$ cat config.mk
export PLATFORM = sky130hd
export DESIGN_NAME = prog_sequencer
export DESIGN_NICKNAME = d
export VERILOG_FILES = /design/src/rtl/prog_sequencer.sv
export SDC_FILE = /design/constraint.sdc
export NUM_CORES = 1
export LEC_CHECK = 0
export CAP_MARGIN = 15
export CORE_MARGIN = 2
export CORE_UTILIZATION = 55
export DETAILED_ROUTE_END_ITERATION = 12
export PLACE_DENSITY_LB_ADDON = 0.08
export SETUP_SLACK_MARGIN = 0.5
export SLEW_MARGIN = 40
export SYNTH_ARGS = -nofsm -noshare
export SYNTH_HDL_FRONTEND = slang
export SYNTH_SLANG_ARGS = --single-unit
export TNS_END_PERCENT = 5
$ cat constraint.sdc
create_clock -name clk_i -period 2.35 [get_ports clk_i]
set_input_delay 0.47 -clock clk_i [delete_from_list [all_inputs] [get_ports clk_i]]
set_output_delay 0.47 -clock clk_i [all_outputs]
set_load 0.02 [all_outputs]
$ cat src/rtl/prog_sequencer.sv
// -----------------------------------------------------------------------------
// prog_sequencer
//
// Run controller that sits directly upstream of the processor core. A single
// host go request runs NUM_PROGS programs back to back. For each program the
// sequencer:
//   - selects the program image (prog_sel_o drives the InstROM bank select),
//   - pulses the core's init input (start_o) for START_CYCLES cycles,
//   - counts RUN cycles until the core raises halt_i,
//   - publishes a one-cycle record (cyc_valid_o, cyc_count_o, cyc_prog_o).
// After the last program a one-cycle done_o pulse closes the sequence.
//
// Optional build feature:
//   SEQ_TIMEOUT_EN  when defined, a watchdog ends any RUN phase whose cycle
//                   count reaches TIMEOUT without a halt. The program is
//                   recorded with cyc_count_o = TIMEOUT, the sticky timeout_o
//                   flag is raised, and the sequence moves on to the next
//                   program. When undefined, RUN waits for halt indefinitely,
//                   timeout_o is tied low and TIMEOUT has no effect.
//
// Parameters:
//   START_CYCLES  cycles start_o is held high per launch (>= 1)
//   NUM_PROGS     programs per sequence, indices 0 .. NUM_PROGS-1
//   PSW           prog_sel width, 2**PSW >= NUM_PROGS
//   CNT_W         cycle counter width (matches the core's cycle counter)
//   TIMEOUT       watchdog limit in RUN cycles (watchdog builds only)
//
// Ports:
//   clk_i         clock, rising edge
//   rst_i         asynchronous reset, active high
//   go_i          host request to run a full sequence (level sampled in IDLE)
//   halt_i        done flag from the core
//   start_o       init to the core, active high
//   prog_sel_o    index of the program currently launched / running
//   busy_o        high from the accepted go until the done pulse, inclusive
//   done_o        one-cycle pulse once every program has been recorded
//   cyc_valid_o   one-cycle pulse, cyc_count_o / cyc_prog_o are fresh
//   cyc_count_o   RUN cycles of the program that just finished
//   cyc_prog_o    program index that cyc_count_o belongs to
//   timeout_o     sticky watchdog flag (always 0 without SEQ_TIMEOUT_EN)
// -----------------------------------------------------------------------------
module prog_sequencer #(
  parameter int unsigned START_CYCLES = 2,
  parameter int unsigned NUM_PROGS    = 3,
  parameter int unsigned PSW          = 2,
  parameter int unsigned CNT_W        = 16,
  parameter int unsigned TIMEOUT      = 32'h0000_FFFF
) (
  input  logic             clk_i,
  input  logic             rst_i,
  input  logic             go_i,
  input  logic             halt_i,
  output logic             start_o,
  output logic [PSW-1:0]   prog_sel_o,
  output logic             busy_o,
  output logic             done_o,
  output logic             cyc_valid_o,
  output logic [CNT_W-1:0] cyc_count_o,
  output logic [PSW-1:0]   cyc_prog_o,
  output logic             timeout_o
);

  // ---------------------------------------------------------------------------
  // Elaboration-time parameter sanity checks
  // ---------------------------------------------------------------------------
  if (START_CYCLES < 1) begin : g_bad_start_cycles
    $error("prog_sequencer: START_CYCLES must be at least 1");
  end
  if (NUM_PROGS < 1 || (2 ** PSW) < NUM_PROGS) begin : g_bad_num_progs
    $error("prog_sequencer: NUM_PROGS must be 1 .. 2**PSW");
  end
  if (CNT_W < 1 || CNT_W > 32) begin : g_bad_cnt_w
    $error("prog_sequencer: CNT_W must be 1 .. 32");
  end
  if (TIMEOUT < 1) begin : g_bad_timeout
    $error("prog_sequencer: TIMEOUT must be at least 1");
  end

  // ---------------------------------------------------------------------------
  // Local constants
  // ---------------------------------------------------------------------------
  localparam int unsigned LCW = (START_CYCLES > 1) ? $clog2(START_CYCLES) : 1;
  localparam logic [LCW-1:0] LAUNCH_LAST = LCW'(START_CYCLES - 1);
  localparam logic [PSW-1:0] LAST_PROG   = PSW'(NUM_PROGS - 1);
  localparam logic [CNT_W-1:0] CNT_MAX   = '1;

  typedef enum logic [2:0] {
    S_IDLE,
    S_LAUNCH,
    S_RUN,
    S_RECORD,
    S_FIN
  } state_t;

  // ---------------------------------------------------------------------------
  // State and datapath registers
  // ---------------------------------------------------------------------------
  state_t           state_q, state_d;
  logic [LCW-1:0]   lcnt_q, lcnt_d;
  logic [CNT_W-1:0] cnt_q, cnt_d;
  logic [PSW-1:0]   prog_sel_q, prog_sel_d;
  logic [CNT_W-1:0] cyc_count_q, cyc_count_d;
  logic [PSW-1:0]   cyc_prog_q, cyc_prog_d;

  // Saturating increment of the RUN counter. This is the count that includes
  // the current RUN cycle, so it is also what gets recorded on halt.
  logic [CNT_W-1:0] cnt_inc;
  // The counter is cleared in LAUNCH and never wraps back to zero, so a zero
  // count identifies the first RUN cycle, where a halt left over from the
  // previous program must be ignored.
  logic             first_run;

  assign cnt_inc   = (cnt_q == CNT_MAX) ? cnt_q : cnt_q + 1'b1;
  assign first_run = (cnt_q == '0);

`ifdef SEQ_TIMEOUT_EN
  logic timeout_q, timeout_d;
  logic wdog_hit;

  // Compared at 32 bits so a TIMEOUT beyond the counter range simply never
  // fires instead of aliasing onto a smaller count.
  assign wdog_hit = (32'(cnt_inc) == TIMEOUT);
`endif

  // ---------------------------------------------------------------------------
  // Register update
  // ---------------------------------------------------------------------------
  always_ff @(posedge clk_i or posedge rst_i) begin
    if (rst_i) begin
      state_q     <= S_IDLE;
      lcnt_q      <= '0;
      cnt_q       <= '0;
      prog_sel_q  <= '0;
      cyc_count_q <= '0;
      cyc_prog_q  <= '0;
    end else begin
      state_q     <= state_d;
      lcnt_q      <= lcnt_d;
      cnt_q       <= cnt_d;
      prog_sel_q  <= prog_sel_d;
      cyc_count_q <= cyc_count_d;
      cyc_prog_q  <= cyc_prog_d;
    end
  end

`ifdef SEQ_TIMEOUT_EN
  always_ff @(posedge clk_i or posedge rst_i) begin
    if (rst_i) begin
      timeout_q <= 1'b0;
    end else begin
      timeout_q <= timeout_d;
    end
  end
`endif

  // ---------------------------------------------------------------------------
  // Next-state logic
  // ---------------------------------------------------------------------------
  always_comb begin
    state_d     = state_q;
    lcnt_d      = lcnt_q;
    cnt_d       = cnt_q;
    prog_sel_d  = prog_sel_q;
    cyc_count_d = cyc_count_q;
    cyc_prog_d  = cyc_prog_q;
`ifdef SEQ_TIMEOUT_EN
    timeout_d   = timeout_q;
`endif

    case (state_q)
      S_IDLE: begin
        if (go_i) begin
          state_d    = S_LAUNCH;
          prog_sel_d = '0;
          lcnt_d     = '0;
`ifdef SEQ_TIMEOUT_EN
          // An accepted go starts a fresh sequence with a clean flag.
          timeout_d  = 1'b0;
`endif
        end
      end

      S_LAUNCH: begin
        cnt_d = '0;
        if (lcnt_q == LAUNCH_LAST) begin
          state_d = S_RUN;
          lcnt_d  = '0;
        end else begin
          lcnt_d  = lcnt_q + 1'b1;
        end
      end

      S_RUN: begin
        cnt_d = cnt_inc;
        // A real halt takes priority over the watchdog firing in the
        // same cycle, and then the timeout flag is left alone.
        if (halt_i && !first_run) begin
          state_d     = S_RECORD;
          cyc_count_d = cnt_inc;
          cyc_prog_d  = prog_sel_q;
        end
`ifdef SEQ_TIMEOUT_EN
        else if (wdog_hit) begin
          state_d     = S_RECORD;
          cyc_count_d = cnt_inc;
          cyc_prog_d  = prog_sel_q;
          timeout_d   = 1'b1;
        end
`endif
      end

      S_RECORD: begin
        if (prog_sel_q == LAST_PROG) begin
          state_d    = S_FIN;
        end else begin
          state_d    = S_LAUNCH;
          prog_sel_d = prog_sel_q + 1'b1;
          lcnt_d     = '0;
        end
      end

      S_FIN: begin
        // Return the bank select to program 0 so IDLE looks like reset.
        state_d    = S_IDLE;
        prog_sel_d = '0;
      end

      default: begin
        state_d = S_IDLE;
      end
    endcase
  end

  // ---------------------------------------------------------------------------
  // Outputs: decoded from registered state only, so every output drops to
  // its reset value in the same cycle an asynchronous reset is asserted.
  // ---------------------------------------------------------------------------
  assign start_o     = (state_q == S_LAUNCH);
  assign busy_o      = (state_q != S_IDLE);
  assign done_o      = (state_q == S_FIN);
  assign cyc_valid_o = (state_q == S_RECORD);
  assign prog_sel_o  = prog_sel_q;
  assign cyc_count_o = cyc_count_q;
  assign cyc_prog_o  = cyc_prog_q;

`ifdef SEQ_TIMEOUT_EN
  assign timeout_o = timeout_q;
`else
  assign timeout_o = 1'b0;
`endif

endmodule

==> results of run 1 <==
==> flip-flops by register name, indices dropped and copies added, names as in the netlist <==
signal	count
lcnt_q	1
cyc_count_o	16
state_q	3
cnt_q	16
prog_sel_o	2
cyc_prog_o	2
==> power breakdown <==
group	switching, W	internal, W	leakage, nW	total [W]
registers	0.0000962	0.000787	0.537	0.000883
logic	0.000473	0.000344	0.554	0.000817
clock network	0.000231	0.000234	0.0510	0.000465
==> cell type report <==
cell class	instances	area share [%]
Sequential cell	40	37.72
Timing Repair Buffer	38	13.31
Multi-Input combinational cell	187	41.89
Inverter	9	1.265
Tap cell	50	2.343
Clock inverter	2	0.3749
Clock buffer	6	3.093
==> synth_stat cells, types with 2 or more instances <==
cell / number / share of area (%)
a21oi_1: 14 / 3.1
a22o_1: 3 / 1.2
a31oi_1: 7 / 2.0
and2_1: 2 / 0.56
and3_1: 2 / 0.56
and4_1: 2 / 0.79
buf_2: 9 / 2.0
buf_4: 2 / 0.67
clkbuf_1: 7 / 1.2
dfrtp_1: 40 / 45
ha_1: 3 / 1.7
inv_1: 9 / 1.5
mux2i_1: 3 / 1.3
nand2_1: 32 / 5.4
nand2b_1: 3 / 0.84
nand3_1: 8 / 1.8
nand4_1: 4 / 1.1
nand4_2: 2 / 1.1
nor2_1: 23 / 3.9
nor2b_1: 2 / 0.56
nor3_1: 7 / 1.6
nor4_1: 4 / 1.1
o21ai_0: 30 / 6.7
o21ai_1: 3 / 0.67
o31ai_1: 3 / 1.0
o32ai_1: 2 / 0.79
xnor2_1: 5 / 2.0
xor2_1: 2 / 0.79
==> critical path: cells and delay by family (launching register included) <==
kind          cells  cell delay (ps)
buf+inv           2              230
flops             1              440
simple gates      2              480
==> what timing repair did <==
| action | CTS | global route |
|---|---|---|
| setup buffers | 0 | 3 |
| gates resized for setup | 8 | 14 |
| gates cloned | 0 | 1 |
| setup endpoints to repair | 9 | 32 |
| pin swaps | 0 | 2 |
==> logic make-up after synthesis <==
kind of cell | count (synthesis) | synth area share, %
compound gates | 71 | 19.05
flops | 40 | 44.94
buf+inv | 29 | 6.123
mux | 4 | 2.022
xor+xnor | 7 | 2.753
fa+ha+maj | 3 | 1.686
other cells | 1 | 0.1684
simple gates | 100 | 23.26
==> final timing paths <==
check                           startpoint  slack, ps  depth (start not counted)               to
min in group asynchronous            rst_i        600                          3        cnt_q[10]
max in group asynchronous            rst_i       1370                          3         cnt_q[1]
setup reg to reg                 cnt_q[12]        480                          5   cyc_count_o[7]
hold reg to reg            cyc_count_o[10]        480                          2  cyc_count_o[10]
hold / removal             cyc_count_o[10]        480                          2  cyc_count_o[10]
setup / recovery                state_q[2]        430                          4          start_o
==> metal layers <==
metal,track usage (%),vias up,routed length [um]
met2,32.97,43,2067
met5,0,-,0
li1,-,958,-
met3,4.000,9,211
met1,29.57,853,2240
met4,9.694,0,106
==> through the flow <==
| stage | cell area, um^2 | hold slack (ps) | total power (W) | utilization, % |
|---|---|---|---|---|
| global route | 2670 | 503.2 | 0.002302 | 67.72 |
| CTS | 2623 | 486.9 | 0.002172 | 66.52 |
| finish | 2670 | 478.6 | 0.002166 | 67.72 |
| detailed placement | 2530 | 469.0 | 0.001711 | 64.17 |
| global placement | 2530 | 462.0 | 0.001697 | 64.17 |
| floorplan | 2240 | 467.0 | 0.001406 | - |
==> flow_summary.yaml, run 1 <==
cts:
  numCtsBuffers: 5
  hold_buffers: 0
  cts_tree: "done"
  clk_latency_ps: 290
  cts_htree_levels: 2
  clk_pin_slew_worst_paths_ps: 80
  clockBufferDepth: 2
  cts-root-buf: "clkbuf_8"
  cts.sinks: 40
sta:
  rsz0062_at_grt: "true"
  fin_crit_ps: 1916
  timing.setup.tns_ps: 0
  report.final.hold_viol_count: 0
  fin_crit_sh_pct: 81.55
  fin_ws_ps: 433.6
  clock-skew-final_ps: 6.977
  setup_viol_count_final: 0
  fmaxAchievable_ghz: 0.5218
  drv_slew: 0
floorplan:
  start_util_pct: 56.49
  die_y_um: 67.64
  die_w_um: 67.64
  dieArea_um2: 4574
  pin_count: 29
  coreArea_um2: 3943
  placementRows: 23
logic_synthesis:
  synth_ff_type: "dfrtp_1"
  yosys_register_bits: 40
  yosysWarnings: 0
  syn_inst: 255
  ys_seq_area_share_pct: 44.94
  synth_edf_count: 0
  syn_nets: 262
  synth_cell_types: 50
  async_flop_share_pct: 100.0
  syn_area_per_cell_um2: 8.734
  syn_area_um2: 2227
routing:
  antenna_left: 0
  drt_first_pass_iters: 4
  vias: 1863
  post-route-drc-count: 0
  drt-total-wl_mm: 4.624
  wl_per_cell_um: 13.93
  first_iter_violations: 81
  avgViaCountPerCell: 5.611
cells_and_area:
  final_common_cell: "dfrtp_1"
  drive_above_1_share_pct: 13.83
  nNetsFinal: 288
  antenna_cells: 0
  register_area_um2: 1007
  mostFrequentLayoutCells: "dfrtp_1, nand2_1, o21ai_0, nor2_1, clkdlybuf4s50_1"
  multi_input_area_um2: 1119
  area_growth_pct: 19.89
  stdcell_count: 332
  fill_cells: 330
job:
  maxCapViolCount: 0
worst_setup_path:
  crit_type: "reg2out"
  max_stage_delay_ps: 440
  cp.required_ps: 1880
  cp-start-kind: "flop"
  path_max_fanout: 8
  end_kind: "output port"
  worstPathCellList: "nand2b_1 > or2_2 > inv_2 > buf_4"
  arrival_ps: 1450
  critPathSlowestCell: "dfrtp_2"
grt:
  grt_remaining_overflow: 0
  grt_max_degree: 41
  grt_pass1_wl_mm: 7.389
  grt_pass1_vias: 1656
  antenna_found_initial: 0
  grt_usage_pct: 21.55
place:
  pre_cts_ws_ps: 255.8
  place.gp.congestion: 0.8634
  port_buffers: 27
  dpl.hpwl_mm: 3.166
  place_inst: 320
min_path:
  hold_path_class: "reg2reg"
power:
  p_leak_nw: 1.141
  powerDensity_nw_per_um2: 811.1
  ir_drop_mv: 0.6804
run_status:
  status: "complete, no violations"
Note: power is estimated with default switching activity, not from simulation.
==> run 2: changes to the inputs <==
--- a/config.mk
+++ b/config.mk
@@ -7,7 +7,7 @@
 export LEC_CHECK = 0
 export CAP_MARGIN = 15
 export CORE_MARGIN = 2
-export CORE_UTILIZATION = 55
+export CORE_UTILIZATION = 49
 export DETAILED_ROUTE_END_ITERATION = 12
 export PLACE_DENSITY_LB_ADDON = 0.08
 export SETUP_SLACK_MARGIN = 0.5
==> constraint.sdc (replaced) <==
create_clock -name clk_i -period 1.7 [get_ports clk_i]
set_input_delay 0.34 -clock clk_i [delete_from_list [all_inputs] [get_ports clk_i]]
set_output_delay 0.34 -clock clk_i [all_outputs]
set_load 0.02 [all_outputs]
==> run 2 against run 1 <==
  * The run now ends with negative setup slack left
  * Non-clock buffer count increased by 53
  * Critical endpoint is now cnt_q[7]
  * Worst setup slack got worse by 510 ps
  * Register-to-register slack got worse by 550 ps
  * First-iteration DRC count increased by 79%
  * Sequential cell count unchanged
  * Global-route usage increased by 2.8 points
  * Sequential share of layout area decreased by 6.5 points
==> flow_summary.yaml, run 2 (synthesized netlist as in run 1, its figures left out) <==
run_status:
  status: "complete, but fails checks"
  violations: "negative setup slack"
cts:
  clk_pin_slew_worst_paths_ps: 80
  clockBufferDepth: 2
  cts_htree_levels: 2
  cts.sinks: 40
  numCtsBuffers: 5
  cts-root-buf: "clkbuf_8"
  cts_tree: "done"
  hold_buffers: 0
  clk_latency_ps: 300
power:
  ir_drop_mv: 0.9331
  powerDensity_nw_per_um2: 1079
  p_leak_nw: 1.504
floorplan:
  start_util_pct: 51.15
  die_w_um: 71.42
  die_y_um: 71.42
  coreArea_um2: 4354
  pin_count: 29
  placementRows: 24
  dieArea_um2: 5100
sta:
  fin_crit_sh_pct: 104.3
  fin_ws_ps: -72.56
  rsz0062_at_grt: "true"
  clock-skew-final_ps: 13.14
  report.final.hold_viol_count: 0
  drv_slew: 0
  fin_hold_ws_ps: 403.1
  setup_viol_count_final: 8
  fmaxAchievable_ghz: 0.5642
  fin_crit_ps: 1773
worst_setup_path:
  end_kind: "flop"
  cp.required_ps: 1900
  cp-start-kind: "flop"
  r2r_start: "cnt_q[1]"
  rrSetupSlack_ps: -70
  arrival_ps: 1970
  crit_type: "reg2reg"
  r2r_end: "cnt_q[7]"
  worst_r2r_path_depth: 5
  path_max_fanout: 8
place:
  placed_area_um2: 2940
  place.gp.congestion: 0.8944
  port_buffers: 27
  place_inst: 373
  dpl.hpwl_mm: 3.980
routing:
  drt_first_pass_iters: 4
  drt-total-wl_mm: 5.914
  first_iter_violations: 145
  antenna_left: 0
  wl_per_cell_um: 15.32
  vias: 2145
  post-route-drc-count: 0
  avgViaCountPerCell: 5.557
grt:
  grt_pass1_vias: 1915
  grt_usage_pct: 24.37
  antenna_found_initial: 0
  grt_remaining_overflow: 0
  grt_max_degree: 41
  grt_pass1_wl_mm: 9.542
cells_and_area:
  nNetsFinal: 340
  stdcell_count: 386
  antenna_cells: 0
  final_common_cell: "buf_4"
  area_growth_pct: 45.34
  mostFrequentLayoutCells: "buf_4, dfrtp_1, nand2_1, o21ai_0, buf_2"
  finish.instance_area_um2: 3237
  fill_cells: 327
  drive_above_1_share_pct: 44.01
job:
  maxCapViolCount: 0
min_path:
  hold_path_class: "in2async"
==> run 2: metal layers <==
layer / wire length (um) / GRT usage, %
met2: 2879 / 36.93
met5: 0 / 0
met3: 330 / 4.641
met4: 138 / 9.015
met1: 2566 / 34.92
==> run 2: worst max-delay path, cell delays in order (launching register included) <==
cell	delay, ps
dfrtp_2	420
ha_4	160
nand4_4	80
or4_4	580
and4_4	230
a22o_1	200
==> run 2: repair_timing <==
| action | in CTS | in global routing |
|---|---|---|
| buffers inserted | 0 | 4 |
| hold endpoints to repair | 0 | 0 |
| pin swaps | 5 | 6 |
| cloned | 0 | 1 |
| gates resized for setup | 142 | 37 |
| endpoints found under the setup margin | 62 | 54 |
==> run 2: how the worst max path moves through the flow <==
| stage | startpoint | endpoint | cells past startpoint |
|---|---|---|---|
| final | cnt_q[1] | cnt_q[7] | 5 |
| after global routing | cnt_q[1] | cyc_count_o[7] | 6 |
| after CTS | cnt_q[1] | cnt_q[7] | 5 |
| after detailed placement | state_q[2] | start_o | 4 |
| after global placement | state_q[2] | start_o | 4 |
| after floorplan | cnt_q[1] | cyc_count_o[7] | 7 |
==> run 2: layout make-up <==
| class | instances | area (um^2) | share of cell area, % |
|---|---|---|---|
| multi-input combinational | 186 | 1282 | 39.62 |
| sequential | 40 | 1010 | 31.19 |
| timing repair buffer | 91 | 752.0 | 23.23 |
| clock buffer | 7 | 86.33 | 2.667 |
| tap | 52 | 65.06 | 2.010 |
| inverter | 9 | 33.78 | 1.044 |
| clock inverter | 1 | 7.507 | 0.2319 |
==> run 2: per-stage QoR <==
stage / setup slack (ps) / power [W] / setup TNS, ps / util (%)
after global placement: -121.7 / 0.002592 / -951.2 / 67.53
after detailed placement: -138.0 / 0.002606 / -958.5 / 67.53
final: -72.56 / 0.003494 / -274.9 / 74.34
after floorplan: -154.1 / 0.001944 / -963.4 / -
after CTS: -94.12 / 0.003376 / -621.4 / 70.20
after global routing: -141.0 / 0.003694 / -1763 / 74.34
==> run 2: where the power goes <==
group          switching (W)  internal, W
sequential          0.000104      0.00108
combinational       0.000863     0.000777
clock               0.000336     0.000330
total                0.00130      0.00219
